--- src/rtl/mem_ctrl.sv ---
// mem_ctrl: splits core data/fetch accesses into byte transactions on the unified RAM.
// One data slot and one fetch slot hold requests that arrive while busy; data has priority.
// Results are raw little-endian bytes, zero-filled above the access size.

`ifndef DATA_WIDTH
`define DATA_WIDTH 32
`endif
`ifndef INST_TYPE_WIDTH
`define INST_TYPE_WIDTH 6
`endif
`ifndef INST_LB
`define INST_LB  6'd1
`define INST_LH  6'd2
`define INST_LW  6'd3
`define INST_LBU 6'd4
`define INST_LHU 6'd5
`define INST_SB  6'd6
`define INST_SH  6'd7
`define INST_SW  6'd8
`endif

module mem_ctrl (
  input  logic                        clk,
  input  logic                        rst,
  input  logic                        rdy,
  input  logic                        clear,
  input  logic                        slb_load_req,
  input  logic                        slb_store_req,
  input  logic [`INST_TYPE_WIDTH-1:0] slb_type,
  input  logic [`DATA_WIDTH-1:0]      slb_vj,
  input  logic [`DATA_WIDTH-1:0]      slb_vk,
  input  logic [`DATA_WIDTH-1:0]      slb_a,
  output logic                        data_ok,
  output logic [`DATA_WIDTH-1:0]      data_ans,
  input  logic                        if_req,
  input  logic [31:0]                 if_pc,
  output logic                        if_ok,
  output logic [`DATA_WIDTH-1:0]      if_inst,
  input  logic [7:0]                  mem_din,
  output logic [7:0]                  mem_dout,
  output logic [31:0]                 mem_a,
  output logic                        mem_wr,
  input  logic                        io_buffer_full
);

  typedef enum logic [1:0] {StIdle, StRead, StWrite} state_e;

  function automatic logic [2:0] acc_size(input logic [`INST_TYPE_WIDTH-1:0] t);
    case (t)
      `INST_LB, `INST_LBU, `INST_SB: acc_size = 3'd1;
      `INST_LH, `INST_LHU, `INST_SH: acc_size = 3'd2;
      default:                       acc_size = 3'd4;
    endcase
  endfunction

  state_e      state_q;
  logic [2:0]  k_q, op_size_q;
  logic        op_fetch_q, squash_q;
  logic [31:0] op_base_q, op_vk_q, rd_buf_q;
  logic        dp_valid_q, dp_store_q;
  logic [2:0]  dp_size_q;
  logic [31:0] dp_addr_q, dp_vk_q;
  logic        fp_valid_q;
  logic [31:0] fp_pc_q;

  logic        live_data;
  logic [2:0]  live_size;
  logic [31:0] live_addr;
  logic        pick_dp, pick_dl, pick_fp, pick_fl, launch;
  logic        l_store, l_fetch;
  logic [2:0]  l_size;
  logic [31:0] l_addr, l_vk;
  logic        stall, last_wr;
  logic [2:0]  k_nx, k_m1;
  logic [31:0] rd_word;

  // Idle arbitration: pending data, live data, pending fetch, live fetch.
  always_comb begin
    live_data = slb_load_req | slb_store_req;
    live_size = acc_size(slb_type);
    live_addr = slb_vj + slb_a;
    pick_dp   = dp_valid_q;
    pick_dl   = !dp_valid_q && live_data;
    pick_fp   = !dp_valid_q && !live_data && fp_valid_q;
    pick_fl   = !dp_valid_q && !live_data && !fp_valid_q && if_req;
    launch    = pick_dp | pick_dl | pick_fp | pick_fl;
    l_store   = 1'b0;
    l_fetch   = 1'b0;
    l_size    = 3'd4;
    l_addr    = if_pc;
    l_vk      = '0;
    if (pick_dp) begin
      l_store = dp_store_q;
      l_size  = dp_size_q;
      l_addr  = dp_addr_q;
      l_vk    = dp_vk_q;
    end else if (pick_dl) begin
      l_store = slb_store_req;
      l_size  = live_size;
      l_addr  = live_addr;
      l_vk    = slb_vk;
    end else begin
      l_fetch = 1'b1;
      l_addr  = pick_fp ? fp_pc_q : if_pc;
    end
  end

  // Byte stepping helpers, IO stall and the gated write strobe.
  always_comb begin
    k_nx    = k_q + 3'd1;
    k_m1    = k_q - 3'd1;
    last_wr = (k_nx == op_size_q);
    stall   = (state_q == StWrite) && (mem_a[17:16] == 2'b11) && io_buffer_full;
    mem_wr  = rdy && (state_q == StWrite) && !stall;
    // mem_din carries the byte addressed one cycle earlier, i.e. byte k-1.
    rd_word = rd_buf_q;
    rd_word[{k_m1[1:0], 3'b000} +: 8] = mem_din;
  end

  // Sequencer: launch, byte stepping, result capture, flush and pending-slot bookkeeping.
  always_ff @(posedge clk) begin
    if (rst) begin
      state_q    <= StIdle;
      k_q        <= '0;
      op_size_q  <= '0;
      op_fetch_q <= 1'b0;
      squash_q   <= 1'b0;
      op_base_q  <= '0;
      op_vk_q    <= '0;
      rd_buf_q   <= '0;
      dp_valid_q <= 1'b0;
      dp_store_q <= 1'b0;
      dp_size_q  <= '0;
      dp_addr_q  <= '0;
      dp_vk_q    <= '0;
      fp_valid_q <= 1'b0;
      fp_pc_q    <= '0;
      mem_a      <= '0;
      mem_dout   <= '0;
      data_ok    <= 1'b0;
      data_ans   <= '0;
      if_ok      <= 1'b0;
      if_inst    <= '0;
    end else if (rdy) begin
      data_ok <= 1'b0;
      if_ok   <= 1'b0;
      unique case (state_q)
        StIdle: begin
          if (!clear && launch) begin
            state_q    <= l_store ? StWrite : StRead;
            k_q        <= '0;
            op_fetch_q <= l_fetch;
            op_size_q  <= l_size;
            op_base_q  <= l_addr;
            op_vk_q    <= l_vk;
            rd_buf_q   <= '0;
            mem_a      <= l_addr;
            mem_dout   <= l_vk[7:0];
            if (pick_dp) dp_valid_q <= 1'b0;
            if (pick_fp) fp_valid_q <= 1'b0;
          end
        end
        StRead: begin
          if (clear) begin
            state_q <= StIdle;
          end else if (k_q == op_size_q) begin
            state_q <= StIdle;
            if (op_fetch_q) begin
              if_inst <= rd_word;
              if_ok   <= 1'b1;
            end else begin
              data_ans <= rd_word;
              data_ok  <= 1'b1;
            end
          end else begin
            if (k_q != 3'd0) rd_buf_q <= rd_word;
            k_q   <= k_nx;
            mem_a <= op_base_q + {29'd0, k_nx};
          end
        end
        StWrite: begin
          // A store already on the bus finishes; a flush only hides its completion.
          if (clear) squash_q <= 1'b1;
          if (!stall) begin
            if (last_wr) begin
              state_q  <= StIdle;
              squash_q <= 1'b0;
              data_ok  <= !(squash_q || clear);
            end else begin
              k_q      <= k_nx;
              mem_a    <= op_base_q + {29'd0, k_nx};
              mem_dout <= op_vk_q[{k_nx[1:0], 3'b000} +: 8];
            end
          end
        end
        default: state_q <= StIdle;
      endcase
      if (clear) begin
        if (!dp_store_q) dp_valid_q <= 1'b0;
        fp_valid_q <= 1'b0;
      end else begin
        if (live_data && !(state_q == StIdle && pick_dl)) begin
          dp_valid_q <= 1'b1;
          dp_store_q <= slb_store_req;
          dp_size_q  <= live_size;
          dp_addr_q  <= live_addr;
          dp_vk_q    <= slb_vk;
        end
        if (if_req && !(state_q == StIdle && pick_fl)) begin
          fp_valid_q <= 1'b1;
          fp_pc_q    <= if_pc;
        end
      end
    end
  end

endmodule

--- config.mk ---
export PLATFORM = sky130hd
export DESIGN_NAME = mem_ctrl
export DESIGN_NICKNAME = d
export VERILOG_FILES = /design/src/rtl/mem_ctrl.sv
export SDC_FILE = /design/constraint.sdc
export NUM_CORES = 1
export LEC_CHECK = 0
export CAP_MARGIN = 30
export CORE_ASPECT_RATIO = 1.1
export CORE_MARGIN = 4
export CORE_UTILIZATION = 26
export CTS_CLUSTER_SIZE = 8
export DETAILED_ROUTE_END_ITERATION = 16
export PLACE_DENSITY = 0.46
export SETUP_SLACK_MARGIN = 0.4
export SYNTH_ARGS = -nofsm -noshare
export SYNTH_HDL_FRONTEND = slang
export SYNTH_SLANG_ARGS = --single-unit
--- constraint.sdc ---
create_clock -name clk -period 4 [get_ports clk]
set_clock_uncertainty 0.1 [all_clocks]
set_input_delay 0.6 -clock clk [delete_from_list [all_inputs] [get_ports clk]]
set_output_delay 0.6 -clock clk [all_outputs]
set_load 0.01 [all_outputs]
==> impl_metrics.yaml <==
status:
  status: "finished, final reports clean"
global_routing:
  grt_max_degree: 212
  grt_pass1_vias: 14800
  grt_pass1_wl_mm: 89.5
  antenna_found_initial: 7
  grt_util_all_layers_pct: 16.9
  globalRoute.totalOverflow: 0
sta:
  fmax_mhz: 292
  rsz0062_at_grt: "no"
  hold_violations: 0
  setup-violations-final: 0
  maxSlewViolCount: 0
  tns_ns: 0
  layout_min_cycle_time_ns: 3.42
  max_slew.worst_pin.slew_ns: 1.25
  fin_crit_sh_pct: 85.6
  max_slew_margin_pct: 16.3
detailed_routing:
  first_iter_violations: 1102
  wl_mm: 58.0
  antenna_left: 0
  firstDrtPassIters: 6
  wl_per_cell_um: 18.9
  via_per_inst: 5.04
  vias: 15500
  drc: 0
flow_run:
  drv_cap: 0
floorplanning:
  die_x_um: 245
  rows: 95
  initial_utilization_pct: 26.3
  die_h_um: 269
  die_area_sq_mm: 0.0660
  core-area_sq_mm: 0.0612
  ios: 257
synthesis:
  synth_nets: 2232
  synth_warnings: 0
  synthSimpleGateAreaFrac_pct: 23.0
  synth_flop_cell: "dfxtp_1"
  yosys-top-cells-area: "dfxtp_1 39%, a21oi_1 8.0%, nand2_1 7.2%"
  synth_fa_ha_area_share_pct: 3.59
  ys_seq_area_share_pct: 39.0
  syn_area_per_cell_sq_um: 7.91
  synth_area_leader_cell: "dfxtp_1"
  synth.mux.area_fraction_pct: 3.70
  synth.top_cell.area_share_pct: 39.0
  synth_cell_types: 79
  synth_xor_xnor_area_share_pct: 3.26
  ys_seq_elements: 314
  synthArstFlopShare_pct: 0
  synth_compound_area_share_pct: 23.0
  netlist_area_sq_mm: 0.0161
  syn_inst: 2037
  synth_edf_count: 0
  synth_top_family_by_area: "simple AND/OR/NAND/NOR gates"
clock_tree:
  clk_pin_slew_ns: 0.05
  worstSkewPairLatency_ns: 0.59
  root_buffer: "clkbuf_16"
  clockBufferDepth: 3
  cts_made_buffers: 45
  cts_tree: "yes"
  cts_max_level: 2
  cts.sinks: 314
worst_setup_path:
  reg2reg_slack_ns: 0.73
  end_kind: "flip-flop"
  crit_fanout: 4
  arrival_ns: 3.76
  critical_path_class: "in2reg"
  max_stage_delay_ns: 0.48
  crit_chain: "clkdlybuf4s50_1, ha_1, inv_1, fa_1, nand2b_1, a21oi_1, o21ai_1, nand3_1, a21oi_1, mux2_2, a221oi_1, o221ai_1"
  critPathBufInv: 2
  startpoint_type: "input pin"
  crit_top_cell: "a21oi_1"
  required_ns: 4.34
  slowest_stage: "a221oi_1"
  cp_top_family: "compound AO/OA/AOI/OAI gates"
pwr:
  cellLeakagePower_nw: 7.26
  p_clk_share_pct: 40.7
  switchingPower_mw: 2.54
  vdd_drop_max_mv: 0.266
  p_seq_share_pct: 39.9
  p_per_area_mw_per_mm2: 408
  share_comb_of_total_power_pct: 19.4
  p_int_mw: 5.96
  swShare_pct: 29.8
final_layout:
  area_delta_synth_final_pct: 29.2
  fillerInstances: 6449
  final_cells: 3068
  fin_nets: 2435
  finalCoreUtilization_pct: 34.0
  drive_gt1_share_pct: 6.87
placed_design:
  post-place-cells: 3016
  place_hpwl_mm: 41.2
  io_buffers: 256
  gp_congestion: 0.854
min_path:
  min-delay-path-class: "reg2reg"
-- repair_timing --
item                                    in CTS  in global routing
hold buffers                                 0                  0
endpoints found under the setup margin       1                 15
gates resized for setup                      1                  3
setup buffers                                0                  0
-- kinds of logic (layout without fill, tap and decap cells) --
logic type	after synthesis	count (layout)
flops	314	314
buf+inv	182	388
xor+xnor	60	60
mux	49	49
simple gates	798	798
compound gates	589	589
fa+ha+maj	45	45
other cells	0	1
-- worst reg2reg max path, stage by stage, from the launching register on --
cell and delay, ns:
dfxtp_1 0.50, inv_1 0.19, ha_2 0.49, fa_1 0.25, a21oi_1 0.12, or3_1 0.42, or4_4 0.54, nor2_4 0.11
xnor2_1 0.12, nand3_1 0.09, o21ai_1 0.13, a311oi_2 0.06
-- path summary, 6_finish.rpt --
check	startpoint	endpoint	cells past startpoint
hold reg to reg	rd_buf_q[12]$_SDFFE_PP0P_	rd_buf_q[12]$_SDFFE_PP0P_	2
hold / removal	rd_buf_q[12]$_SDFFE_PP0P_	rd_buf_q[12]$_SDFFE_PP0P_	2
setup / recovery	slb_vj[0]	mem_a[28]$_SDFFE_PP0P_	12
setup reg to reg	k_q[0]$_SDFFE_PP0P_	mem_a[30]$_SDFFE_PP0P_	11
-- through the flow --
| step | worst slack (ns) | cell area [sq um] | hold slack, ns | power (mW) |
|---|---|---|---|---|
| floorplan | 1.02 | 16100 | 0.327 | 4.37 |
| CTS | 0.487 | 20800 | 0.346 | 8.62 |
| global route | 0.439 | 20800 | 0.362 | 8.90 |
| global placement | 0.0626 | 19600 | 0.333 | 5.09 |
| finish | 0.578 | 20800 | 0.344 | 8.50 |
| detailed placement | 0.0266 | 19600 | 0.338 | 5.11 |
-- power by group through the flow --
| stage | Combinational (mW) | Clock, mW | Sequential (mW) |
|---|---|---|---|
| 2_1_floorplan | 0.929 | 0 | 3.44 |
| 3_3_place_gp | 1.64 | 0 | 3.45 |
| 3_5_place_dp | 1.65 | 0 | 3.46 |
| 4_1_cts | 1.66 | 3.57 | 3.39 |
| 5_1_grt | 1.81 | 3.68 | 3.41 |
| 6_report | 1.65 | 3.45 | 3.39 |
-- cells in the final DEF, fill, tap and decap left out, types with 8 or more instances in the layout --
| master | Yosys | layout |
|---|---|---|
| o211ai_1 | 16 | 16 |
| nand3b_1 | 36 | 36 |
| mux2i_1 | 36 | 36 |
| mux4_2 | 8 | 8 |
| buf_4 | 2 | 51 |
| clkbuf_16 | 0 | 45 |
| xor2_1 | 33 | 33 |
| dfxtp_1 | 314 | 312 |
| ha_1 | 43 | 42 |
| clkdlybuf4s50_1 | 0 | 255 |
| and3_1 | 51 | 49 |
| nand2b_1 | 9 | 9 |
| xnor2_1 | 27 | 27 |
| nor2_1 | 206 | 204 |
| and2_1 | 9 | 9 |
| nand4_1 | 17 | 17 |
| nor3_1 | 52 | 52 |
| a21o_1 | 12 | 11 |
| a21oi_1 | 257 | 255 |
| nand2_1 | 309 | 309 |
| a22oi_1 | 9 | 9 |
| nand3_1 | 40 | 39 |
| a211oi_1 | 132 | 132 |
| o21ai_0 | 71 | 71 |
| nor2b_1 | 33 | 33 |
| inv_1 | 24 | 24 |
-- sequential cells by signal (all words and copies together), names as in the netlist --
signal and flops:
op_vk_q 32, squash_q 1, op_base_q 32, mem_a 32, fp_valid_q 1, op_fetch_q 1, dp_store_q 1, data_ok 1
if_ok 1, state_q 2, rd_buf_q 32, dp_size_q 3, fp_pc_q 32, dp_valid_q 1, dp_vk_q 32, data_ans 32
op_size_q 3, mem_dout 8, k_q 3, if_inst 32, dp_addr_q 32
-- synthesized netlist by cell type, types with 13 or more instances --
library cell / number
dfxtp_1: 314
nand2_1: 309
a21oi_1: 257
nor2_1: 206
a211oi_1: 132
clkbuf_1: 125
o21ai_0: 71
nor3_1: 52
and3_1: 51
ha_1: 43
nand3_1: 40
mux2i_1: 36
nand3b_1: 36
nor2b_1: 33
xor2_1: 33
xnor2_1: 27
inv_1: 24
buf_2: 17
nand4_1: 17
o211ai_1: 16
buf_1: 13
-- layer usage --
layer,share of wire [%],GRT usage [%],up-vias
met1,48,24.4,7235
met5,0.12,0,-
li1,-,-,7648
met4,2.4,4.21,12
met2,43,25.7,467
met3,6.6,3.86,97
-- cell type report --
class / count / area [sq um] / area share, %
Inverter: 25 / 93.8 / 0.451
Antenna cell: 1 / 2.50 / 0.0120
Clock buffer: 46 / 1130 / 5.43
Tap cell: 824 / 1030 / 4.95
Timing Repair Buffer: 313 / 3050 / 14.7
Multi-Input combinational cell: 1541 / 9150 / 43.9
Clock inverter: 4 / 73.8 / 0.354
Sequential cell: 314 / 6290 / 30.2
(Power assumes the default switching activity.)
==> variant 1: new RTL, config.mk and constraints unchanged <==
Reset style: asynchronous (`rst`), changed in one clocked block.
--- a/src/rtl/mem_ctrl.sv
+++ b/src/rtl/mem_ctrl.sv
@@ -120,3 +120,3 @@
   // Sequencer: launch, byte stepping, result capture, flush and pending-slot bookkeeping.
-  always_ff @(posedge clk) begin
+  always_ff @(posedge clk or posedge rst) begin
     if (rst) begin
Formal check against the unedited RTL: not equivalent (a bounded check fails within 4 cycles, from zero or initial values and one cycle with rst high; the reset may be asserted at any time).
==> variant 1 against the original RTL <==
- register-to-register slack got worse by 60 ps
- sequential cell count did not move
- final area rose by 2.1%
- worst setup slack improved by 96 ps
- critical path depth fell by 2
- utilization fell by 0.097 points
- routed wire length fell by 6.9%
- synthesized area rose by 2.6%
- largest cell class unchanged
Power is not compared: it rests on default switching activity, and its combinational part moved more than twofold at a synthesized area within 25%.
==> variant 1: results (changes against the original RTL) <==
| Metric | Value |
|---|---|
| Clk_lat worst skew | 560 ps (-30 ps) |
| Ys flop type | dfrtp_1 |
| Largest net degree at the start of global routing | 91 (-57%) |
| Nets | 2229 (-8.5%) |
| Hold Crit Class | in -> async |
| Top cells by area, synth | dfrtp_1 (48%), nand2_1 (7.6%), a21oi_1 (5.7%), o21ai_0 (4.8%), ha_1 (3.3%) |
| Slew margin rel. | 38.9% (+23 points) |
| Worst path slowest cell | a21o_1 |
| H-tree depth | 2 (unchanged) |
| Critical Path Max Stage Delay | 700 ps (+220 ps) |
| Pre-Repair DR Iteration Count | 5 (-1) |
| Synth Area in Compound Gates | 19.5% (-3.5 points) |
| Status | completed |
| Num CTS Buffers | 45 (unchanged) |
| Peak VDD IR | 0.300 mV |
| Sequential area share after synthesis | 47.5% (+8.5 points) |
| # resized after CTS | 0 (-1) |
| Most common cell in the netlist | nand2_1 |
| Yosys warns | 0 (unchanged) |
| Mux contribution to synthesized area | 4.97% (+1.3 points) |
| Number of library cell types mapped by synthesis | 74 (-6.3%) |
| Via count | 13924 (-9.9%) |
| Share of cells above drive strength 1 | 8.58% (+1.7 points) |
| Post-Layout Cell Count | 2873 (-6.4%) |
| Initial DRC Count | 893 (-19%) |
| Maxcap violations | 0 (unchanged) |
| Initial antenna violation count | 7 (unchanged) |
| Clk Tree Root Cell | clkbuf_16 |
| Clock Path Buffers | 3 (unchanged) |
| First-pass GRT wire length | 84800 µm (-5.3%) |
| CP arrival | 3660 ps (-100 ps) |
| Filler cell count | 6511 (+0.96%) |
| Gr usage total | 15.7% (-1.2 points) |
| CP top delay family | compound AO/OA/AOI/OAI gates |
| Final HPWL DP | 39400 µm (-4.2%) |
| Syn Nets | 2004 (-10%) |
| Number of I/O port buffers | 256 (unchanged) |
| Setup bufs post-CTS | 0 (unchanged) |
| Reg clk slew, reported paths | 50 ps (about the same) |
| Syn_area_per_cell | 9.14 µm² (+15%) |
| Top cells by count, synth | nand2_1 (333), dfrtp_1 (314), a21oi_1 (187) |
| Number of cells after detailed placement | 2818 (-6.6%) |
| DP Worst Slack | 163 ps (+136 ps) |
| Crit Path Max Fanout | 19 (+15) |
| Drt wl/cell | 18.8 µm (-0.58%) |
| Leakage power | a little over 9 nW |
| Post-Synth XOR/XNOR Area | 3.44% (+0.18 points) |
| Adder-cell area share of the yosys netlist | 3.50% (-0.090 points) |
| Asr flop ratio synth | 100% (+100 points) |
| Placer Congestion | 0.821 (-3.9%) |
## variant 1: worst paths after layout
kind	cells past startpoint	from	to	slack [ps]
max	10	k_q[0]	mem_a[10]	670
min reg2reg	2	dp_addr_q[31]	dp_addr_q[31]	370
max reg2reg	10	k_q[0]	mem_a[10]	670
min in group clk	2	dp_addr_q[31]	dp_addr_q[31]	370
min	2	rst	data_ans[4]	360
max in group asynchronous	3	rst	data_ans[19]	2540
## variant 1: routing by layer
metal,wire (µm),GRT usage [%]
met5,72,0
met4,1240,4.19
met3,2500,2.99
met2,24700,25.2
met1,25500,21.8
## variant 1: kinds of logic after synthesis
kind of cell | Yosys count
AND/OR/NAND/NOR | 640
AO/OA/AOI/OAI | 527
flip-flops | 314
buffers and inverters | 152
multiplexers | 67
XOR/XNOR | 64
adder cells (fa/ha/maj) | 45
## variant 1: layout make-up
cell class / instances / share of cell area [%]
clock inverters: 1 / 0.0765
diodes: 1 / 0.0118
multi-input cells: 1343 / 38.1
clock buffers: 51 / 5.59
inverters: 32 / 0.582
flip-flops and latches: 314 / 37.0
repair buffers: 298 / 13.8
well taps: 833 / 4.90
## variant 1: report_power, final
part           internal [mW]  leakage [nW]  switching, mW
registers               4.33          3.99          0.787
clock network           2.06         0.592           1.37
logic                   2.31          4.64           3.04
total                   8.70          9.22           5.20
## variant 1: metrics by stage
step	area (µm²)	power [mW]	util (%)
after floorplan	16500	8.23	-
after global placement	20000	10.5	32.0
after detailed placement	20000	10.6	32.0
after CTS	21300	14.1	33.9
after global routing	21300	14.9	33.9
final	21300	13.9	33.9
==> variant 2: new RTL, same settings <==
Made on the original files. Change the macro `INST_TYPE_WIDTH` from 6 to 4.
--- a/src/rtl/mem_ctrl.sv
+++ b/src/rtl/mem_ctrl.sv
@@ -8,3 +8,3 @@
 `ifndef INST_TYPE_WIDTH
-`define INST_TYPE_WIDTH 6
+`define INST_TYPE_WIDTH 4
 `endif
Interface: changed (resized slb_type); port bits go from 257 to 255. The function was not compared with the original's and may differ.
==> variant 2 against the original RTL <==
- sequential share of layout area down 0.38 points
- final area up 1.3%
- combinational power up 3%
- highest routed layer unchanged
- worst setup slack better by 27 ps
- synthesized area up 1.7%
- fmax up 0.81%
- sequential cell count unchanged
- critical path type unchanged
- count of clock-buffer cells in the layout up 2
- total power up 0.28%
- routed wire length up 2.7%
==> variant 2: results (changes against the original RTL) <==
| Metric | Value |
|---|---|
| Status | completed |
| Mux contribution to synthesized area | 3.58% (-0.12 points) |
| Vias per cell | 5.07 (+0.54%) |
| Endpoint, Worst Hold | dp_addr_q[15] |
| Cells after Synth | 2107 (+3.4%) |
| Met3 WL | 3240 µm (-16%) |
| Sequential area share after synthesis | 38.3% (-0.65 points) |
| Post-Synth XOR/XNOR Area | 3.05% (-0.22 points) |
| CP endpoint | mem_a[18] |
| Number of I/O port buffers | 254 (-0.78%) |
| Flop-to-flop setup slack | 760 ps (+30 ps) |
| Nets | 2485 (+2.1%) |
| Syn Nets | 2300 (+3.0%) |
| Critical Path Max Stage Delay | 460 ps (-20 ps) |
| Number of cells after detailed placement | 3076 (+2.0%) |
| Hold Crit Class | in -> reg |
| Reg2reg end | mem_a[27] |
| Filler cell count | 6611 (+2.5%) |
| Net Sw Frac | 29.7% (-0.12 points) |
| Placer Congestion | 0.826 (-3.3%) |
| Grt met3 use | 2.84% (-1.0 points) |
| Synth Area in Compound Gates | 23.5% (+0.54 points) |
| Comb pwr share | 19.9% (+0.5 points) |
| DP Worst Slack | -86.0 ps (-113 ps) |
| Routed met2 length | 26900 µm (+8.2%) |
| Via count | 15871 (+2.7%) |
| Final HPWL DP | 42100 µm (+2.2%) |
| Share of cells above drive strength 1 | 6.36% (-0.51 points) |
| CP arrival | 3690 ps (-70 ps) |
| Global Route met1 Usage | 24.5% (+0.19 points) |
| Final worst slack | 605 ps (+27.5 ps) |
| Gr usage total | 17.2% (+0.25 points) |
| Met1 wire length | 28400 µm (+1.9%) |
| Crit Path Max Fanout | 7 (+3) |
| Top cells by count, synth | nand2_1 (324), dfxtp_1 (314), a21oi_1 (278) |
## variant 2: changes by cell type after synthesis, moves of 5 or more
cell,delta
a21o_1,+5
nor3_1,+16
a211oi_1,+6
o211ai_1,-8
nor2_1,+5
a21oi_1,+21
a31oi_1,+5
o22ai_1,+5
o31ai_1,-5
clkbuf_1,+9
nand2_1,+15
## variant 2: cell type report
cell class / instances / area (µm²) / share of cell area (%)
inverters: 24 / 90.1 / 0.427
diodes: 3 / 7.51 / 0.0356
clock inverters: 4 / 42.5 / 0.202
repair buffers: 305 / 3060 / 14.5
flip-flops and latches: 314 / 6290 / 29.8
well taps: 833 / 1040 / 4.94
multi-input cells: 1602 / 9430 / 44.7
clock buffers: 48 / 1150 / 5.44
## variant 2: cells by family (layout without fill, tap and decap cells)
kind of cell               Yosys count  after routing
xor gates and xnor gates            57             57
other                                0              3
DFF                                314            314
adders and majority gates           45             45
AOI/OAI and AO/OA                  617            617
muxes                               48             48
buffers and inverters              191            381
and+or+nand+nor                    835            835
